`src/rtl/fire_alarm_pkg.sv`:
```
// Shared definitions for the fire alarm controller: state codes and
// default timing constants (all timing values are in 1 kHz clock cycles).
package fire_alarm_pkg;

  typedef enum logic [1:0] {
    ST_IDLE     = 2'd0,
    ST_CONFIRM  = 2'd1,
    ST_ALARM    = 2'd2,
    ST_SILENCED = 2'd3
  } state_t;

  localparam int CONFIRM_MS_DEF = 50;
  localparam int BEEP_HALF_DEF  = 250;
  localparam int SILENCE_MS_DEF = 10000;
  localparam int CNT_W_DEF      = 14;

endpackage

```
`src/rtl/fire_alarm_ctrl_beep_gen.sv`:
```
// Square-wave pattern generator shared by the buzzer and the LED blink.
// Q restarts high on RESTART, toggles every BEEP_HALF enabled cycles and
// is held low while disabled.
module beep_gen
  import fire_alarm_pkg::*;
#(
  parameter int BEEP_HALF = BEEP_HALF_DEF,
  parameter int CNT_W     = CNT_W_DEF
) (
  input  logic CLK1K,
  input  logic RST,
  input  logic EN,
  input  logic RESTART,
  output logic Q
);

  localparam logic [CNT_W-1:0] HALF_LAST = CNT_W'(BEEP_HALF - 1);

  logic [CNT_W-1:0] r_cnt;
  logic             r_q;

  // Half-period counter and toggle; restart takes effect on the same edge
  // the controller enters a pattern-driving state.
  always_ff @(posedge CLK1K or posedge RST) begin
    if (RST) begin
      r_cnt <= '0;
      r_q   <= 1'b0;
    end else if (!EN) begin
      r_cnt <= '0;
      r_q   <= 1'b0;
    end else if (RESTART) begin
      r_cnt <= '0;
      r_q   <= 1'b1;
    end else if (r_cnt == HALF_LAST) begin
      r_cnt <= '0;
      r_q   <= ~r_q;
    end else begin
      r_cnt <= r_cnt + CNT_W'(1);
    end
  end

  assign Q = r_q;

endmodule

```
`src/rtl/fire_alarm_ctrl.sv`:
```
// Latching fire alarm controller: confirms a sustained detection, latches
// the alarm, pulses the buzzer, and handles operator silence and clear.
module fire_alarm_ctrl
  import fire_alarm_pkg::*;
#(
  parameter int CONFIRM_MS = CONFIRM_MS_DEF,
  parameter int BEEP_HALF  = BEEP_HALF_DEF,
  parameter int SILENCE_MS = SILENCE_MS_DEF,
  parameter int CNT_W      = CNT_W_DEF
) (
  input  logic       CLK1K,
  input  logic       RST,
  input  logic       FIRE_ALARM,
  input  logic       ACK,
  input  logic       CLEAR,
  output logic       BUZZER,
  output logic       LED,
  output logic       ALARM_ACTIVE,
  output logic [1:0] STATE
);

  localparam logic [CNT_W-1:0] CONF_LAST = CNT_W'(CONFIRM_MS - 1);
  localparam logic [CNT_W-1:0] SIL_LAST  = CNT_W'(SILENCE_MS - 1);

  state_t           r_state;
  state_t           w_state_next;
  logic [CNT_W-1:0] r_conf_cnt;
  logic [CNT_W-1:0] r_sil_cnt;
  logic             r_ack_d;
  logic             r_alarm_active;
  logic             w_ack_rise;
  logic             w_clear_ok;
  logic             w_beep_en;
  logic             w_beep_restart;
  logic             w_beep_q;

  assign w_ack_rise = ACK & ~r_ack_d;
  // Clearing is only honoured once the detector has dropped.
  assign w_clear_ok = CLEAR & ~FIRE_ALARM;

  // Next-state decision; priority is clear, then ack rise, then timer expiry.
  always_comb begin
    w_state_next = r_state;
    case (r_state)
      ST_IDLE: begin
        if (FIRE_ALARM) w_state_next = ST_CONFIRM;
      end
      ST_CONFIRM: begin
        if (!FIRE_ALARM)              w_state_next = ST_IDLE;
        else if (r_conf_cnt == CONF_LAST) w_state_next = ST_ALARM;
      end
      ST_ALARM: begin
        if (w_clear_ok)      w_state_next = ST_IDLE;
        else if (w_ack_rise) w_state_next = ST_SILENCED;
      end
      ST_SILENCED: begin
        if (w_clear_ok)                                   w_state_next = ST_IDLE;
        else if (!w_ack_rise && (r_sil_cnt == SIL_LAST))  w_state_next = ST_ALARM;
      end
      default: w_state_next = ST_IDLE;
    endcase
  end

  // The pattern generator runs in the latched states and restarts high on
  // every entry into either of them.
  assign w_beep_en      = (w_state_next == ST_ALARM) || (w_state_next == ST_SILENCED);
  assign w_beep_restart = w_beep_en && (w_state_next != r_state);

  // FSM state, counters, ack edge history and registered alarm flag.
  always_ff @(posedge CLK1K or posedge RST) begin
    if (RST) begin
      r_state        <= ST_IDLE;
      r_conf_cnt     <= '0;
      r_sil_cnt      <= '0;
      r_ack_d        <= 1'b1;
      r_alarm_active <= 1'b0;
    end else begin
      r_state        <= w_state_next;
      r_ack_d        <= ACK;
      r_alarm_active <= w_beep_en;

      // The IDLE sample counts as the first confirming sample.
      if ((r_state == ST_CONFIRM) && (w_state_next == ST_CONFIRM))
        r_conf_cnt <= r_conf_cnt + CNT_W'(1);
      else if (w_state_next == ST_CONFIRM)
        r_conf_cnt <= CNT_W'(1);
      else
        r_conf_cnt <= '0;

      // A fresh ack rise while silenced restarts the silence window.
      if ((r_state == ST_SILENCED) && (w_state_next == ST_SILENCED) && !w_ack_rise)
        r_sil_cnt <= r_sil_cnt + CNT_W'(1);
      else
        r_sil_cnt <= '0;
    end
  end

  beep_gen #(
    .BEEP_HALF (BEEP_HALF),
    .CNT_W     (CNT_W)
  ) u_beep_gen (
    .CLK1K   (CLK1K),
    .RST     (RST),
    .EN      (w_beep_en),
    .RESTART (w_beep_restart),
    .Q       (w_beep_q)
  );

  // Outputs depend only on registers, never on inputs directly.
  assign STATE        = r_state;
  assign ALARM_ACTIVE = r_alarm_active;
  assign BUZZER       = (r_state == ST_ALARM) & w_beep_q;
  assign LED          = (r_state == ST_ALARM) | ((r_state == ST_SILENCED) & w_beep_q);

endmodule

```
`config.mk`:
```
export PLATFORM = sky130hd
export DESIGN_NAME = fire_alarm_ctrl
export DESIGN_NICKNAME = d
export VERILOG_FILES = /design/src/rtl/fire_alarm_pkg.sv /design/src/rtl/fire_alarm_ctrl_beep_gen.sv /design/src/rtl/fire_alarm_ctrl.sv
export SDC_FILE = /design/constraint.sdc
export NUM_CORES = 1
export LEC_CHECK = 0
export CELL_PAD_IN_SITES_DETAIL_PLACEMENT = 2
export CELL_PAD_IN_SITES_GLOBAL_PLACEMENT = 2
export CORE_MARGIN = 4
export CORE_UTILIZATION = 35
export CTS_BUF_LIST = sky130_fd_sc_hd__clkbuf_16
export DETAILED_ROUTE_END_ITERATION = 10
export PLACE_DENSITY = 0.84
export SKIP_LAST_GASP = 1
export SYNTH_ARGS = -nofsm -noshare
export SYNTH_HDL_FRONTEND = slang
export SYNTH_SLANG_ARGS = --single-unit
```
`constraint.sdc`:
```
create_clock -name CLK1K -period 1.6 [get_ports CLK1K]
set_input_delay 0.4 -clock CLK1K [delete_from_list [all_inputs] [get_ports CLK1K]]
set_output_delay 0.4 -clock CLK1K [all_outputs]
set_load 0.01 [all_outputs]
```
==> metrics.cfg <==
[status]
status = finished, violations left
violations = negative setup slack

[grt]
track_usage_pct = 24.8
grt_pass1_vias = 2465
grt_max_degree = 48
antenna_found_initial = 0
overflow = 0
grt_pass1_wl_mm = 14.2

[synth]
syn_area_per_cell_sq_um = 10.0
synth_seq_cells = 47
netlist_area_sq_um = 2320
synth-edff-count = 0
ys.flop_type = dfrtp_1
async_reset_ff_share_pct = 100
ys_warn_count = 0
ys_seq_area_share_pct = 50.8
synth_cells = 231
synth_cell_type_count = 42
synth_fp_nets = 241

[cells_and_area]
final_nets = 309
drive_above_1_share_pct = 40.7
final_cell_area_sq_um = 3480
area_growth_pct = 49.9
antennaDiodeCount = 0
num-fill-cells = 625

[clock_tree]
cts_buffer_depth = 2
cts_tree = yes
insertion_delay_ns = 0.30
post_cts_hold_buffer_count = 0
clk_pin_slew_ns = 0.08
cts_made_buffers = 5
cts_sinks = 47
htreeDepth = 2
cts_root_buf = clkbuf_16

[power_and_ir_drop]
p_sw_share_pct = 30.3
power_frac_comb_pct = 22.5
power_leakage_nw = 1.47
pwr-share-clk_pct = 39.0
p_int_w = 0.00228
switchingPower_w = 0.000989
pwr-share-seq_pct = 38.5
vdd_ir_drop_max_mv = 0.735
total_power_w = 0.00327
pwr_density_cell_nw_per_um2 = 939

[placement]
gp_congestion = 0.791
postPlaceCellArea_sq_um = 2820
io_buffer_count = 9
dp.final_hpwl_mm = 4.77

[timing]
tightest_slew_ns = 0.474
fin_worst_skew_ns = 0.0135
setup_ws_ns = -0.420
hold_viol_final = 0
hold_slack_ns = 0.508
rsz0062_at_grt = true
fin_crit_sh_pct = 126
finalSetupViolations = 49
maxSlewHeadroom_pct = 68.3
period_minus_slack_ns = 2.02
drv_slew = 0
clock.fmax_mhz = 495

[floorplanning]
die_height_microns = 89.4
die_w_microns = 89.4
rows = 29
initial_core_util_pct = 36.3
core_area_sq_um = 6390
io_pins = 10
die-area_sq_um = 7990

[drt]
route.detailed.drc = 0
drt_iter0_markers = 95
drtAntennaViolNets = 0
drt-pass1-iter-count = 4
viasPerCell = 5.61
drt_wl_total_mm = 11.0
wire_per_inst_microns = 29.0
vias = 2116

[job]
drv_cap = 0

[setup_path]
critPathLaunchType = flop
crit_fanout = 2
end_kind = flop
arrival_ns = 2.20
crit_type = reg2reg
r2r_cells = 7
worstPathRequired_ns = 1.78

[min_path]
hold_class = in2async

[registers in the layout, indices dropped and copies added, names as in the netlist]
signal,count
u_beep_gen.r_cnt,14
STATE,2
r_sil_cnt,14
r_conf_cnt,14
r_ack_d,1
ALARM_ACTIVE,1
u_beep_gen.Q,1
[cells in the final DEF (no fill, tap or decap), drive strengths merged, types with 6 or more instances in the layout]
master	synthesis	layout
xnor2	16	16
dfrtp	46	46
and3	7	7
nand3	14	14
xor2	21	21
clkbuf	2	6
nand2	16	16
buf	3	58
nor2	53	53
[routing by layer]
layer	GRT usage (%)	vias up	wire length, microns
met5	0	-	0
met3	4.70	21	422
li1	-	908	-
met1	26.7	1123	4410
met2	46.3	64	5790
met4	11.4	0	334
[Yosys cell counts, types with 2 or more instances]
| master | count | area, sq um |
|---|---|---|
| nor2_1 | 53 | 199 |
| dfrtp_1 | 46 | 1150 |
| xor2_1 | 21 | 184 |
| nand2_1 | 16 | 60.1 |
| xnor2_1 | 16 | 140 |
| nand3_1 | 14 | 70.1 |
| and3_1 | 7 | 43.8 |
| ha_1 | 5 | 62.6 |
| inv_1 | 5 | 18.8 |
| and4_1 | 4 | 35.0 |
| nand4_1 | 4 | 25.0 |
| nor3_1 | 4 | 20.0 |
| nor2b_1 | 3 | 18.8 |
| and2b_1 | 2 | 15.0 |
| clkbuf_1 | 2 | 7.51 |
| nor4b_1 | 2 | 17.5 |
| o31ai_1 | 2 | 15.0 |
[path summary, 6_finish.rpt]
path / from / endpoint / slack (ns)
hold reg to reg: u_beep_gen.r_cnt[5] / u_beep_gen.r_cnt[5] / 0.55
setup / recovery: u_beep_gen.r_cnt[1] / u_beep_gen.Q / -0.42
max in group asynchronous: RST / r_ack_d / 0.82
hold / removal: RST / r_sil_cnt[3] / 0.51
min in group CLK1K: u_beep_gen.r_cnt[5] / u_beep_gen.r_cnt[5] / 0.55
setup reg to reg: u_beep_gen.r_cnt[1] / u_beep_gen.Q / -0.42
[power groups by stage]
stage	combinational [W]	sequential, W	clock, W
after floorplan	0.000184	0.00129	0
final	0.000734	0.00126	0.00127
after global placement	0.000378	0.00127	0
after CTS	0.000473	0.00125	0.00123
after detailed placement	0.000407	0.00128	0
after global routing	0.000772	0.00126	0.00134
[critical path, cell delays in order (launching register included)]
cell and delay, ns:
dfrtp_1 0.42, inv_1 0.08, ha_1 0.16, or4b_4 0.48, nor4_4 0.24, xnor2_1 0.20, nand2_1 0.12, o21a_1 0.22
[metrics by stage]
stage               util [%]  std cells  TNS [ns]  setup slack [ns]
global placement        44.2        353     -9.22            -0.387
CTS                     49.8        372     -4.23            -0.265
global route            54.5        377    -11.27            -0.443
detailed placement      44.2        353    -11.38            -0.463
floorplan                  -        231    -0.721           -0.0713
finish                  54.5        377     -9.54            -0.420
[kinds of logic after synthesis]
family	Yosys count	synth area share, %
compound gates	10	3.45
xor+xnor	37	14.0
fa+ha+maj	5	2.70
buf+inv	10	2.16
flops	47	50.8
simple gates	122	27.0
[area by class of cell]
type	count	area, sq um	area share [%]
Multi-Input combinational cell	174	1430	41.0
Sequential cell	47	1180	33.8
Timing Repair Buffer	66	591	17.0
Clock buffer	5	125	3.60
Tap cell	77	96.3	2.77
Clock inverter	3	43.8	1.26
Inverter	5	18.8	0.540
[repair_timing]
| action | in CTS | in global routing |
|---|---|---|
| resized for setup | 30 | 58 |
| pin swaps | 4 | 18 |
| gates cloned | 0 | 1 |
| buffers inserted | 11 | 5 |
| endpoints found under the setup margin | 49 | 50 |
Note: power is estimated with default switching activity, not from simulation.
